**src/rtl/platform_link_tx_if.sv**
```systemverilog
// Link bundle between the vector generator FIFO, the chip-link transmitter and the chip side.
//   master : the transmitter (platform_link_tx). It samples en/work/data/empty and drives
//            require/tx/shakehand/busy/blocks_sent (plus tx_parity when enabled).
//   slave  : the environment (FIFO, pacing divider, chip model or bench).
// Signals:
//   en          pacing tick, one clk wide
//   work        level, permits starting new blocks
//   data        FIFO head word, show-ahead, valid while !empty
//   empty       FIFO empty
//   require     FIFO pop strobe
//   tx          current beat
//   shakehand   toggles once per beat
//   busy        transmitter in SHIFT or GAP
//   blocks_sent completed block count
//   tx_parity   XOR of the bits of tx; only with PLATFORM_LINK_TX_PARITY_EN defined
interface platform_link_tx_if #(
    parameter int unsigned BLOCK_W = 128,
    parameter int unsigned LANE_W  = 8,
    parameter int unsigned CNT_W   = 32
);
    logic               en;
    logic               work;
    logic [BLOCK_W-1:0] data;
    logic               empty;
    logic               require;
    logic [LANE_W-1:0]  tx;
    logic               shakehand;
    logic               busy;
    logic [CNT_W-1:0]   blocks_sent;
`ifdef PLATFORM_LINK_TX_PARITY_EN
    logic               tx_parity;
`endif

    modport master (
        input  en,
        input  work,
        input  data,
        input  empty,
        output require,
        output tx,
        output shakehand,
        output busy,
        output blocks_sent
`ifdef PLATFORM_LINK_TX_PARITY_EN
        , output tx_parity
`endif
    );

    modport slave (
        output en,
        output work,
        output data,
        output empty,
        input  require,
        input  tx,
        input  shakehand,
        input  busy,
        input  blocks_sent
`ifdef PLATFORM_LINK_TX_PARITY_EN
        , input tx_parity
`endif
    );
endinterface

```
**src/rtl/platform_link_tx.sv**
```systemverilog
// Chip-link transmitter. Pops BLOCK_W-bit words from a show-ahead FIFO and sends them MSB-first
// as LANE_W-bit beats, one beat per pacing tick, each beat marked by a shakehand toggle.
// After every block the link idles for GAP_TICKS pacing ticks.
// Ports:
//   clk      platform clock
//   rst_n    asynchronous active-low reset
//   io_link  link bundle (master side): en, work, data, empty in;
//            require, tx, shakehand, busy, blocks_sent out
// Optional feature: define PLATFORM_LINK_TX_PARITY_EN to add io_link.tx_parity, the XOR of
// the beat bits, registered together with tx.
module platform_link_tx #(
    parameter int unsigned BLOCK_W   = 128,
    parameter int unsigned LANE_W    = 8,
    parameter int unsigned GAP_TICKS = 2,
    parameter int unsigned CNT_W     = 32
) (
    input  logic               clk,
    input  logic               rst_n,
    platform_link_tx_if.master io_link
);
    localparam int unsigned BEATS = BLOCK_W / LANE_W;
    localparam int unsigned BeatW = (BEATS > 1) ? $clog2(BEATS) : 1;
    localparam int unsigned GapW  = (GAP_TICKS > 0) ? $clog2(GAP_TICKS + 1) : 1;

    typedef enum logic [1:0] {StIdle, StShift, StGap} state_e;

    state_e             r_state,    w_state_d;
    logic [BLOCK_W-1:0] r_shift,    w_shift_d;
    logic [BeatW-1:0]   r_beat_cnt, w_beat_cnt_d;
    logic [GapW-1:0]    r_gap_cnt,  w_gap_cnt_d;
    logic [LANE_W-1:0]  r_tx,       w_tx_d;
    logic               r_shake,    w_shake_d;
    logic [CNT_W-1:0]   r_blocks,   w_blocks_d;
    logic               w_start;
    logic [LANE_W-1:0]  w_beat;

    assign w_beat = r_shift[BLOCK_W-1 -: LANE_W];

    always_comb begin
        w_state_d    = r_state;
        w_shift_d    = r_shift;
        w_beat_cnt_d = r_beat_cnt;
        w_gap_cnt_d  = r_gap_cnt;
        w_tx_d       = r_tx;
        w_shake_d    = r_shake;
        w_blocks_d   = r_blocks;
        w_start      = 1'b0;
        if (io_link.en) begin
            unique case (r_state)
                StIdle: begin
                    // empty is only looked at here, so a pop can never hit an empty FIFO
                    if (io_link.work && !io_link.empty) begin
                        w_start      = 1'b1;
                        w_shift_d    = io_link.data;
                        w_beat_cnt_d = '0;
                        w_state_d    = StShift;
                    end
                end
                StShift: begin
                    w_tx_d       = w_beat;
                    w_shake_d    = ~r_shake;
                    w_shift_d    = r_shift << LANE_W;
                    w_beat_cnt_d = r_beat_cnt + BeatW'(1);
                    if (r_beat_cnt == BeatW'(BEATS - 1)) begin
                        w_blocks_d   = r_blocks + CNT_W'(1);
                        w_beat_cnt_d = '0;
                        w_gap_cnt_d  = GapW'(GAP_TICKS);
                        w_state_d    = (GAP_TICKS == 0) ? StIdle : StGap;
                    end
                end
                StGap: begin
                    w_gap_cnt_d = r_gap_cnt - GapW'(1);
                    if (r_gap_cnt <= GapW'(1)) begin
                        w_state_d = StIdle;
                    end
                end
                default: w_state_d = StIdle;
            endcase
        end
    end

    always_ff @(posedge clk or negedge rst_n) begin
        if (!rst_n) begin
            r_state    <= StIdle;
            r_shift    <= '0;
            r_beat_cnt <= '0;
            r_gap_cnt  <= '0;
            r_tx       <= '0;
            r_shake    <= 1'b0;
            r_blocks   <= '0;
        end else begin
            r_state    <= w_state_d;
            r_shift    <= w_shift_d;
            r_beat_cnt <= w_beat_cnt_d;
            r_gap_cnt  <= w_gap_cnt_d;
            r_tx       <= w_tx_d;
            r_shake    <= w_shake_d;
            r_blocks   <= w_blocks_d;
        end
    end

    // The pop strobe is combinational so the FIFO advances on the same tick the word is
    // captured; masking with rst_n keeps it low while reset is held.
    assign io_link.require     = w_start & rst_n;
    assign io_link.tx          = r_tx;
    assign io_link.shakehand   = r_shake;
    assign io_link.busy        = (r_state != StIdle);
    assign io_link.blocks_sent = r_blocks;

`ifdef PLATFORM_LINK_TX_PARITY_EN
    logic r_parity;

    always_ff @(posedge clk or negedge rst_n) begin
        if (!rst_n) begin
            r_parity <= 1'b0;
        end else if (io_link.en && (r_state == StShift)) begin
            r_parity <= ^w_beat;
        end
    end

    assign io_link.tx_parity = r_parity;
`endif
endmodule

```
**src/flat_wrapper.sv**
```systemverilog
// flat-port wrapper written by rule: the top's interface ports become plain ports
module platform_link_tx_flat 
#(
    parameter int unsigned BLOCK_W   = 128,
    parameter int unsigned LANE_W    = 8,
    parameter int unsigned GAP_TICKS = 2,
    parameter int unsigned CNT_W     = 32
)
  (clk, rst_n, io_link_en, io_link_work, io_link_data, io_link_empty, io_link_require, io_link_tx, io_link_shakehand, io_link_busy, io_link_blocks_sent);
  platform_link_tx_if #(.BLOCK_W(BLOCK_W), .LANE_W(LANE_W), .CNT_W(CNT_W)) io_link_i ();
  input  logic clk;
  input  logic rst_n;
  input wire logic [$bits(io_link_i.en)-1:0] io_link_en;
  input wire logic [$bits(io_link_i.work)-1:0] io_link_work;
  input wire logic [$bits(io_link_i.data)-1:0] io_link_data;
  input wire logic [$bits(io_link_i.empty)-1:0] io_link_empty;
  output wire logic [$bits(io_link_i.require)-1:0] io_link_require;
  output wire logic [$bits(io_link_i.tx)-1:0] io_link_tx;
  output wire logic [$bits(io_link_i.shakehand)-1:0] io_link_shakehand;
  output wire logic [$bits(io_link_i.busy)-1:0] io_link_busy;
  output wire logic [$bits(io_link_i.blocks_sent)-1:0] io_link_blocks_sent;
  assign io_link_i.en = io_link_en;
  assign io_link_i.work = io_link_work;
  assign io_link_i.data = io_link_data;
  assign io_link_i.empty = io_link_empty;
  assign io_link_require = io_link_i.require;
  assign io_link_tx = io_link_i.tx;
  assign io_link_shakehand = io_link_i.shakehand;
  assign io_link_busy = io_link_i.busy;
  assign io_link_blocks_sent = io_link_i.blocks_sent;
  platform_link_tx #(.BLOCK_W(BLOCK_W), .LANE_W(LANE_W), .GAP_TICKS(GAP_TICKS), .CNT_W(CNT_W)) u_core (.clk(clk), .rst_n(rst_n), .io_link(io_link_i));
endmodule
```
**config.mk**
```make
export PLATFORM = sky130hd
export DESIGN_NAME = platform_link_tx_flat
export DESIGN_NICKNAME = d
export VERILOG_FILES = /design/src/rtl/platform_link_tx_if.sv /design/src/rtl/platform_link_tx.sv /design/src/flat_wrapper.sv
export SDC_FILE = /design/constraint.sdc
export NUM_CORES = 1
export LEC_CHECK = 0
export CAP_MARGIN = 30
export CORE_MARGIN = 3
export CORE_UTILIZATION = 51
export DETAILED_ROUTE_END_ITERATION = 7
export PLACE_DENSITY_LB_ADDON = 0.1
export SETUP_SLACK_MARGIN = 0.2
export SKIP_CTS_REPAIR_TIMING = 1
export SYNTH_ARGS = -nofsm -noshare
export SYNTH_HDL_FRONTEND = slang
export SYNTH_SLANG_ARGS = --single-unit
```
**constraint.sdc**
```tcl
create_clock -name clk -period 2.15 [get_ports clk]
set_input_delay 0.43 -clock clk [delete_from_list [all_inputs] [get_ports clk]]
set_output_delay 0.43 -clock clk [all_outputs]
set_load 0.01 [all_outputs]
```
==> results.ini, run 1 <==
[sta]
rsz0062_at_grt = yes
max_freq_mhz = 510
slew_violations = 0
worst_pin_slew_ns = 0.881
skew_ns = 0.00504
period_minus_slack_ns = 1.96
hold_violations = 0
fin_crit_sh_pct = 91.2
setup-violations-final = 0
slew-limit-headroom_pct = 41.3

[synthesis]
synthXorXnorAreaFrac_pct = 3.44
synth.cell_area_sq_um = 8140
synth_compound_area_share_pct = 9.90
synthArstFlopShare_pct = 100
synth_flop_cell = dfrtp_1
synth-adder-area-share_pct = 0.461
synthDistinctLibCells = 41
yosys.area_share.simple_pct = 11.5
synthMuxAreaShare_pct = 16.0
yosysTopAreaCellShare_pct = 54.4
yosys-top-cells-area = dfrtp_1 54%, mux2i_1 15%, nand2_1 6.0%
synth-edff-count = 0
synth_seq_cells = 177
ys_seq_area_share_pct = 54.4
synth_top_family_by_area = multiplexers
syn-num-nets = 865
synth_top_area_cell = dfrtp_1
synth_warnings = 0
syn-instance-count = 729
avgSynthCellArea_sq_um = 11.2

[die]
die_area_sq_um = 17500
dieHeight_um = 132
start_util_pct = 52.7
die_width_um = 132
core_sq_um = 15400
fp-row-count = 45
pin_count = 176

[clocking]
cts_buffers = 17
root_buffer = clkbuf_16
cts.htree.levels = 4
cts_max_path_buffers = 2
tritoncts = built
clkSinkCount = 177
clkTransAtPathRegs_ns = 0.06
clk-insertion-delay-late_ns = 0.42

[power]
clock_power_share_pct = 25.5
power.density_nw_per_um2 = 1090
vdd_drop_max_uv = 550
p_sw_share_pct = 31.2
p_comb_share_pct = 32.0
p_switching_mw = 3.70
intPower_mw = 8.15
p_leak_nw = 5.22
power_frac_seq_pct = 42.4

[worst_setup_path]
critical-path-top-delay-family = buffers and inverters
rr_worst_depth = 6
end_kind = output pin
crit_chain = clkdlybuf4s50_1, nor2b_1, nor3b_2, and2_1, dlymetal6s2s_1
timing.rr.start = u_core.r_beat_cnt[0]
crit_buf_inv = 2
crit_required_ns = 1.72
critPathArrivalTime_ns = 1.53
r2r_slack_ns = 0.32
path_max_fanout = 2
crit_type = input port to output pin
r2r_end = u_core.io_link.blocks_sent[29]
cp_slowest_stage_delay_ns = 0.45
critPathLaunchType = input port
cp.depth = 5
slowest_stage = clkdlybuf4s50_1

[placed_design]
numPortBuffers = 175
dp_hpwl_mm = 12.9
dpl_cell_area_sq_um = 10200
gp_congestion = 0.790

[global_routing]
grt_use_total_pct = 20.9
overflow = 0
grt_max_degree = 108
grt_pass1_vias = 6015
grt_pass1_wl_mm = 29.6
antenna_found_initial = 2

[layout]
diodes = 0
final_layout_size_suffix_gt1_share_pct = 9.13
area_delta_synth_final_pct = 33.0
final_common_cell = dfrtp_1
nets = 1044
final_cell_mix = 176 x dfrtp_1, 172 x clkdlybuf4s50_1, 129 x nand2_1, 120 x mux2i_1, 72 x o21ai_1
final_core_util_pct = 70.2
final_area_sq_um = 10800

[routing]
drtAntennaViolNets = 0
drt_iter0_markers = 328
num_vias = 5888
drt-total-wl_mm = 17.8
viasPerCell = 5.21
first_pass_iters = 4
wire_per_inst_um = 15.8
drc = 0

[status]
status = completed

[min_path]
hold_path.class = input port to async pin

[run]
max_cap_viol_count = 0

## layout make-up
class                   instances  area [sq um]
flip-flops and latches        177          4430
multi-input cells             502          3370
repair buffers                208          2170
inverters                       2          7.51
fillers                      1170          4600
clock inverters                 9           106
clock buffers                  22           474
well taps                     211           264
## Yosys cell counts, types with 2 or more instances
| cell type | instances |
|---|---|
| buf_4 | 11 |
| nand4_1 | 14 |
| ha_1 | 3 |
| and2_1 | 7 |
| dfrtp_1 | 177 |
| a21oi_1 | 2 |
| inv_1 | 2 |
| xnor2_1 | 29 |
| buf_6 | 13 |
| mux2i_1 | 120 |
| o31ai_1 | 3 |
| nand3_1 | 13 |
| o21ai_1 | 72 |
| clkbuf_1 | 12 |
| mux2_2 | 9 |
| a22o_1 | 9 |
| a21o_1 | 3 |
| and4_1 | 4 |
| nor2b_1 | 2 |
| nor4_4 | 2 |
| nand2_1 | 129 |
| o21ai_0 | 53 |
| and3_1 | 8 |
| xor2_1 | 3 |
| buf_2 | 12 |
| nor3b_1 | 2 |
## state kept, by name, indices dropped and copies added, names as in the netlist
signal                      flops
u_core.r_beat_cnt               4
u_core.r_shift                128
u_core.r_gap_cnt                2
u_core.io_link.shakehand        1
u_core.io_link.blocks_sent     32
u_core.r_state                  2
u_core.io_link.tx               8
## how the worst max path moves through the flow
stage                      start               to  slack (ns)
global route        io_link_work  io_link_require        0.09
detailed placement  io_link_work  io_link_require       -0.21
global placement    io_link_work  io_link_require       -0.21
CTS                 io_link_work  io_link_require       -0.22
floorplan           io_link_work  io_link_require        0.41
finish              io_link_work  io_link_require        0.19
## worst register-to-register path, delay by kind of cell (launching register included)
| family | cells | cell delay, ns |
|---|---|---|
| AND/OR/NAND/NOR | 3 | 0.59 |
| buffers and inverters | 1 | 0.23 |
| adder cells (fa/ha/maj) | 1 | 0.30 |
| flip-flops | 1 | 0.42 |
| XOR/XNOR | 1 | 0.17 |
## routing by layer
layer | vias up | GRT usage, % | wire (um)
li1 | 2897 | - | -
met5 | - | 0 | 27
met1 | 2817 | 27.4 | 7860
met2 | 142 | 34.2 | 8580
met4 | 4 | 6.58 | 257
met3 | 28 | 5.73 | 1090
## logic make-up (layout without fill, tap and decap cells)
kind of cell / count (synthesis) / count (layout)
compound gates: 146 / 146
xor+xnor: 32 / 32
fa+ha+maj: 3 / 3
buf+inv: 50 / 241
flops: 177 / 177
mux: 129 / 129
simple gates: 192 / 192
## per-stage QoR
step,cells,power [mW],setup WS [ns],TNS (ns),hold WS (ns)
2_1_floorplan,729,7.62,0.411,0,0.134
3_3_place_gp,1100,8.75,-0.213,-0.213,0.460
3_5_place_dp,1100,8.94,-0.215,-0.215,0.466
4_1_cts,1131,12.0,-0.217,-0.242,0.131
5_1_grt,1131,12.6,0.0921,0,0.136
6_report,1131,11.9,0.189,0,0.0852
## power groups by stage
stage                     clock network [mW]  logic, mW  registers (mW)
final                                   3.03       3.79            5.03
after global routing                    3.23       4.23            5.16
after CTS                               3.09       3.87            5.03
after detailed placement                   0       3.86            5.09
after global placement                     0       3.72            5.03
after floorplan                            0       2.71            4.92
Note: power is estimated with default switching activity, not from simulation.
==> run 2: changes to the inputs <==
--- a/config.mk
+++ b/config.mk
@@ -11,5 +11,5 @@
 export DETAILED_ROUTE_END_ITERATION = 7
+export HOLD_SLACK_MARGIN = 0.05
 export PLACE_DENSITY_LB_ADDON = 0.1
 export SETUP_SLACK_MARGIN = 0.2
-export SKIP_CTS_REPAIR_TIMING = 1
 export SYNTH_ARGS = -nofsm -noshare
--- a/constraint.sdc
+++ b/constraint.sdc
@@ -3,2 +3,2 @@
 set_output_delay 0.43 -clock clk [all_outputs]
-set_load 0.01 [all_outputs]
+set_load 0.05 [all_outputs]
==> run 2 against run 1 <==
Compared with the run above: flip-flop and latch count unchanged; setup slack worse by 0.039 ns; first-iteration DRC count grew 5.8%; non-clock buffer count fell by 10; clock power is 2% lower; global-route usage barely moved; clock skew increased by 0.0033 ns; sequential power barely moved; final cell count fell by 0.97%; largest cell class unchanged.
==> results.ini, run 2 (same netlist as run 1, synthesis figures left out) <==
[routing]
num_vias = 5942  ; was 5888
top_layer_used = met5  ; unchanged
drtAntennaViolNets = 0  ; unchanged
routed-wl-met2_mm = 8.56  ; was 8.58 mm
wire_per_inst_um = 16.0  ; was 15.8 um
viasPerCell = 5.31  ; was 5.21
first_pass_iters = 4  ; unchanged
met1Wirelength_mm = 8.10  ; was 7.86 mm
drc = 0  ; unchanged
drt-total-wl_mm = 18.0  ; was 17.8 mm
wl_met3_mm = 1.06  ; was 1.09 mm
drt_iter0_markers = 347  ; was 328

[sta]
slew_violations = 0  ; unchanged
slew-limit-headroom_pct = 34.0  ; was 41.3%
max_freq_mhz = 500  ; was 510 MHz
setup-violations-final = 0  ; unchanged
rsz0062_at_grt = yes  ; unchanged
skew_ns = 0.00832  ; was 0.00504 ns
worst_pin_slew_ns = 0.990  ; was 0.881 ns
hold_violations = 0  ; unchanged
whs_ns = 0.140  ; was 0.0852 ns
period_minus_slack_ns = 2.00  ; was 1.96 ns
fin_crit_sh_pct = 93.0  ; was 91.2%
fin_ws_ns = 0.150  ; was 0.189 ns

[placed_design]
numPortBuffers = 175  ; unchanged
pre_cts_ws_ns = -0.0220  ; was -0.215 ns
dp_hpwl_mm = 12.5  ; was 12.9 mm
gp_congestion = 0.797  ; was 0.790

[global_routing]
grt_use_total_pct = 20.9  ; about the same
grt_pass1_vias = 6129  ; was 6015
overflow = 0  ; unchanged
grt_pass1_wl_mm = 29.9  ; was 29.6 mm
grt_max_degree = 178  ; was 108
antenna_found_initial = 2  ; unchanged

[clocking]
root_buffer = clkbuf_16  ; unchanged
cts_buffers = 17  ; unchanged
clk-insertion-delay-late_ns = 0.42  ; about the same
clkTransAtPathRegs_ns = 0.06  ; about the same
tritoncts = built  ; unchanged
cts_max_path_buffers = 2  ; unchanged
cts.htree.levels = 4  ; unchanged
clkSinkCount = 177  ; unchanged
hold_buffers = 0

[run]
max_cap_viol_count = 0  ; unchanged

[worst_setup_path]
crit_start = u_core.r_state[1]  ; was io_link_work
critPathArrivalTime_ns = 1.57  ; was 1.53 ns
path_max_fanout = 6  ; was 2
timing.rr.start = u_core.r_state[1]  ; was u_core.r_beat_cnt[0]
r2r_slack_ns = 0.34  ; was 0.32 ns
crit_type = flip-flop to output pin  ; was input port to output pin
crit_required_ns = 1.72  ; about the same
r2r_end = u_core.r_shift[112]  ; was u_core.io_link.blocks_sent[29]
critPathLaunchType = flip-flop  ; was input port
rr_worst_depth = 6  ; unchanged
end_kind = output pin  ; unchanged

[power]
p_sw_share_pct = 32.9  ; was 31.2%
vdd_drop_max_uv = 675  ; was 550 uV
clock_power_share_pct = 25.0  ; was 25.5%
p_leak_nw = 5.33  ; was 5.22 nW
power.density_nw_per_um2 = 1120  ; was 1090 nW/um^2
intPower_mw = 7.99  ; was 8.15 mW
total_power_mw = 11.9  ; about the same
p_comb_share_pct = 32.8  ; was 32.0%
p_switching_mw = 3.92  ; was 3.70 mW
power_frac_seq_pct = 42.2  ; was 42.4%

[die]
die_width_um = 132  ; unchanged
start_util_pct = 52.7  ; unchanged
fp-row-count = 45  ; unchanged
die_area_sq_um = 17500  ; unchanged
dieHeight_um = 132  ; unchanged
core_sq_um = 15400  ; unchanged
pin_count = 176  ; unchanged

[layout]
final_cell_mix = 176 x dfrtp_1, 129 x nand2_1, 129 x clkdlybuf4s50_1, 120 x mux2i_1, 72 x o21ai_1  ; was 176 x dfrtp_1, 172 x clkdlybuf4s50_1, 129 x nand2_1, 120 x mux2i_1, 72 x o21ai_1
area_delta_synth_final_pct = 31.0  ; was 33.0%
final_layout_size_suffix_gt1_share_pct = 8.37  ; was 9.13%
final_common_cell = dfrtp_1  ; unchanged
largest_reg_flops = 128  ; unchanged
regMostFlops = u_core.r_shift  ; unchanged
nets = 1034  ; was 1044

[min_path]
hold_path.class = input port to async pin  ; unchanged

[status]
status = completed  ; unchanged

## run 2: final cells by class
| type | instances | area [sq um] |
|---|---|---|
| fill | 1247 | 4770 |
| sequential | 177 | 4430 |
| multi-input combinational | 502 | 3400 |
| timing repair buffer | 198 | 1990 |
| clock buffer | 24 | 482 |
| tap | 211 | 264 |
| clock inverter | 5 | 80.1 |
| inverter | 2 | 7.51 |
| antenna | 1 | 2.50 |
## run 2: per-layer routing
| metal | vias up | GRT usage, % |
|---|---|---|
| met4 | 2 | 6.24 |
| met2 | 162 | 33.7 |
| met1 | 2869 | 28.0 |
| li1 | 2887 | - |
| met5 | - | 0 |
| met3 | 22 | 5.76 |
## run 2: through the flow
stage	instances	utilization, %	setup TNS, ns	cell area [sq um]
2_1_floorplan	729	-	0	8140
3_3_place_gp	1087	65.4	0	10100
3_5_place_dp	1087	65.4	-0.0228	10100
4_1_cts	1116	68.7	0	10600
5_1_grt	1119	69.1	0	10700
6_report	1120	69.1	0	10700
## run 2: how the worst max path moves through the flow
| stage | endpoint | slack (ns) | depth (start not counted) |
|---|---|---|---|
| 2_1_floorplan | u_core.io_link.blocks_sent[14] | 0.25 | 6 |
| 3_3_place_gp | u_core.r_shift[117] | 0.06 | 6 |
| 3_5_place_dp | u_core.r_shift[122] | -0.02 | 6 |
| 4_1_cts | io_link_require | 0.03 | 4 |
| 5_1_grt | io_link_require | 0.1 | 4 |
| 6_report | io_link_require | 0.15 | 4 |
## run 2: what timing repair did
action / 4_1_cts / 5_1_grt
endpoints found under the setup margin: 42 / 6
setup buffers: 0 / 3
resized for setup: 42 / 10
pin swaps: 0 / 2
## run 2: power groups by stage
stage	Clock, mW	Sequential, mW	Combinational [mW]
global route	3.16	5.16	4.37
global placement	0	5.02	3.89
finish	2.98	5.03	3.91
CTS	3.04	5.03	3.94
floorplan	0	5.16	2.73
detailed placement	0	5.08	4.00
## run 2: critical path, cell delays in order (launching register included)
cell,delay [ns]
dfrtp_2,0.44
nand2b_4,0.17
nor3b_4,0.22
and2_4,0.19
buf_12,0.13
==> run 3: changes to the inputs <==
--- a/config.mk
+++ b/config.mk
@@ -7,5 +7,6 @@
 export LEC_CHECK = 0
+export ABC_AREA = 1
 export CAP_MARGIN = 30
 export CORE_MARGIN = 3
-export CORE_UTILIZATION = 51
+export CORE_UTILIZATION = 52
 export DETAILED_ROUTE_END_ITERATION = 7
--- a/constraint.sdc
+++ b/constraint.sdc
@@ -3,2 +3,2 @@
 set_output_delay 0.43 -clock clk [all_outputs]
-set_load 0.05 [all_outputs]
+set_load 0.1 [all_outputs]
==> run 3 against run 2 <==
Compared with the run above: die area grew 6.5%; clock power up 7.4%; clock skew fell by 0.0014 ns; global-route usage rose by 1.8 points; first-iteration DRC count grew 35%; hold slack got worse by 0.0039 ns; setup slack better by 0.069 ns.
==> results.ini, run 3 <==
[die]
pin_count = 176  ; unchanged
start_util_pct = 53.2  ; was 52.7%
core_sq_um = 16600  ; was 15400 sq um
dieHeight_um = 137  ; was 132 um
fp-row-count = 47  ; was 45
die_area_sq_um = 18600  ; was 17500 sq um
die_width_um = 137  ; was 132 um

[synthesis]
synth-adder-area-share_pct = 0.424  ; was 0.461%
synthDistinctLibCells = 28  ; was 41
synth_flop_cell = dfrtp_1  ; unchanged
synth_seq_cells = 177  ; unchanged
synthArstFlopShare_pct = 100  ; unchanged
synth.cell_area_sq_um = 8860  ; was 8140 sq um
synth-edff-count = 0  ; unchanged
avgSynthCellArea_sq_um = 7.80  ; was 11.2 sq um
synth_top_area_cell = dfrtp_1  ; unchanged
synthMuxAreaShare_pct = 0  ; was 16.0%
synth_warnings = 0  ; unchanged
synthXorXnorAreaFrac_pct = 1.78  ; was 3.44%
ys_seq_area_share_pct = 50.0  ; was 54.4%
syn-num-nets = 1272  ; was 865
synth_top_family_by_area = simple AND/OR/NAND/NOR gates  ; was multiplexers
synth_common_cells = 346 x nand2_1, 177 x dfrtp_1, 169 x inv_1  ; was 177 x dfrtp_1, 129 x nand2_1, 120 x mux2i_1
yosys.area_share.simple_pct = 21.0  ; was 11.5%
yosysMostFrequentCell = nand2_1  ; was dfrtp_1
yosys-top-cells-area = dfrtp_1 50%, nand2_1 15%, o21ai_0 9.0%  ; was dfrtp_1 54%, mux2i_1 15%, nand2_1 6.0%
synth_compound_area_share_pct = 15.0  ; was 9.90%
yosysTopAreaCellShare_pct = 50.0  ; was 54.4%
syn-instance-count = 1136  ; was 729

[clocking]
cts_buffers = 17  ; unchanged
clkSinkCount = 177  ; unchanged
tritoncts = built  ; unchanged
cts.htree.levels = 4  ; unchanged
clk-insertion-delay-late_ns = 0.43  ; was 0.42 ns
clkTransAtPathRegs_ns = 0.07  ; was 0.06 ns
root_buffer = clkbuf_16  ; unchanged
cts_max_path_buffers = 2  ; unchanged

[layout]
final_common_cell = nand2_1  ; was dfrtp_1
final_layout_size_suffix_gt1_share_pct = 10.0  ; was 8.37%
final_cell_mix = 345 x nand2_1, 173 x dfrtp_1, 169 x inv_1, 159 x o21ai_0, 129 x clkdlybuf4s50_1  ; was 176 x dfrtp_1, 129 x nand2_1, 129 x clkdlybuf4s50_1, 120 x mux2i_1, 72 x o21ai_1
area_delta_synth_final_pct = 28.5  ; was 31.0%
nets = 1441  ; was 1034
largest_reg_flops = 128  ; unchanged
regMostFlops = u_core.r_shift  ; unchanged
instances_no_fill = 1538  ; was 1120
nFillCells = 1436  ; was 1247
diodes = 0  ; was 1

[routing]
first_pass_iters = 4  ; unchanged
drt_iter0_markers = 468  ; was 347
viasPerCell = 4.90  ; was 5.31
drtAntennaViolNets = 0  ; unchanged
drc = 0  ; unchanged
wire_per_inst_um = 13.6  ; was 16.0 um
num_vias = 7536  ; was 5942
drt-total-wl_mm = 20.9  ; was 18.0 mm

[sta]
slew-limit-headroom_pct = 53.7  ; was 34.0%
hold_violations = 0  ; unchanged
slew_violations = 0  ; unchanged
max_freq_mhz = 518  ; was 500 MHz
setup-violations-final = 0  ; unchanged
rsz0062_at_grt = yes  ; unchanged
worst_pin_slew_ns = 0.694  ; was 0.990 ns
fin_ws_ns = 0.219  ; was 0.150 ns
fin_crit_sh_pct = 89.8  ; was 93.0%
skew_ns = 0.00691  ; was 0.00832 ns
fin_tns_setup_ns = 0  ; unchanged
period_minus_slack_ns = 1.93  ; was 2.00 ns

[worst_setup_path]
path_max_fanout = 4  ; was 6
critPathLaunchType = flip-flop  ; unchanged
crit_required_ns = 1.72  ; about the same
crit_type = flip-flop to output pin  ; unchanged
critPathArrivalTime_ns = 1.50  ; was 1.57 ns
end_kind = output pin  ; unchanged

[global_routing]
antenna_found_initial = 0  ; was 2
grt_pass1_wl_mm = 33.7  ; was 29.9 mm
overflow = 0  ; unchanged
grt_pass1_vias = 7181  ; was 6129
grt_use_total_pct = 22.7  ; was 20.9%
grt_max_degree = 123  ; was 178

[power]
p_leak_nw = 5.39  ; was 5.33 nW
power.density_nw_per_um2 = 1160  ; was 1120 nW/um^2
vdd_drop_max_uv = 1120  ; was 675 uV

[placed_design]
pre_cts_ws_ns = 0.0665  ; was -0.0220 ns
gp_congestion = 0.809  ; was 0.797
dp_cells = 1504  ; was 1087
dp_hpwl_mm = 14.9  ; was 12.5 mm
numPortBuffers = 175  ; unchanged

[min_path]
hold_path.class = input port to async pin  ; unchanged

[run]
max_cap_viol_count = 0  ; unchanged

[status]
status = completed  ; unchanged

==> run 3: timing repair <==
action / 4_1_cts / 5_1_grt
setup buffers: 2 / 0
resized for setup: 7 / 1
pin swaps: 2 / 0
setup endpoints to repair: 1 / 1
hold buffers: 0 / 0
==> run 3: final timing paths <==
check	cells past startpoint	from	to	slack [ns]
setup / recovery	7	u_core.r_state[1]	io_link_require	0.22
hold / removal	2	rst_n	u_core.r_shift[108]	0.14
setup reg to reg	6	u_core.r_state[1]	u_core.r_shift[101]	0.43
hold reg to reg	1	u_core.io_link.shakehand	u_core.io_link.shakehand	0.47
max in group asynchronous	2	rst_n	u_core.io_link.blocks_sent[1]	1.46
min in group clk	3	io_link_en	u_core.r_beat_cnt[0]	0.46
==> run 3: kinds of logic after synthesis <==
logic type | Yosys count
buffers and inverters | 227
DFF | 177
AOI/OAI and AO/OA | 264
and+or+nand+nor | 447
adders and majority gates | 3
xor gates and xnor gates | 18
==> run 3: worst max-delay path: stages, from the launching register on <==
cell and delay (ns):
dfrtp_2 0.46, nor2_4 0.12, o21ai_2 0.08, nand2_2 0.07, clkinv_2 0.07, nand2_4 0.07, nor2_4 0.04, buf_12 0.16
==> run 3: cell type report <==
type / count / area [sq um] / area share, %
clock inverter: 15 / 184 / 1.62
sequential: 177 / 4430 / 38.9
tap: 220 / 275 / 2.42
multi-input combinational: 732 / 3410 / 30.0
clock buffer: 17 / 425 / 3.74
timing repair buffer: 206 / 2010 / 17.6
inverter: 171 / 643 / 5.65
==> run 3: report_power, final <==
part / internal, mW / switching [mW]
combinational: 1.79 / 3.36
sequential: 4.50 / 0.345
clock: 1.84 / 1.35
total: 8.14 / 5.06
==> run 3: metrics by stage <==
stage | hold WS, ns | utilization, % | instance area (sq um) | power [mW]
2_1_floorplan | 0.134 | - | 8870 | 8.67
3_3_place_gp | 0.464 | 64.5 | 10700 | 9.90
3_5_place_dp | 0.465 | 64.5 | 10700 | 10.0
4_1_cts | 0.168 | 68.4 | 11400 | 13.3
5_1_grt | 0.186 | 68.4 | 11400 | 14.2
6_report | 0.136 | 68.4 | 11400 | 13.2
==> run 3: per-layer routing <==
metal | share of wire (%) | wire [um] | up-vias | track usage (%)
met5 | 0 | 0 | - | 0
met4 | 1.2 | 245 | 0 | 6.33
met3 | 4.5 | 936 | 21 | 4.04
met2 | 47 | 9900 | 149 | 36.4
met1 | 47 | 9790 | 3486 | 32.0
li1 | - | - | 3880 | -
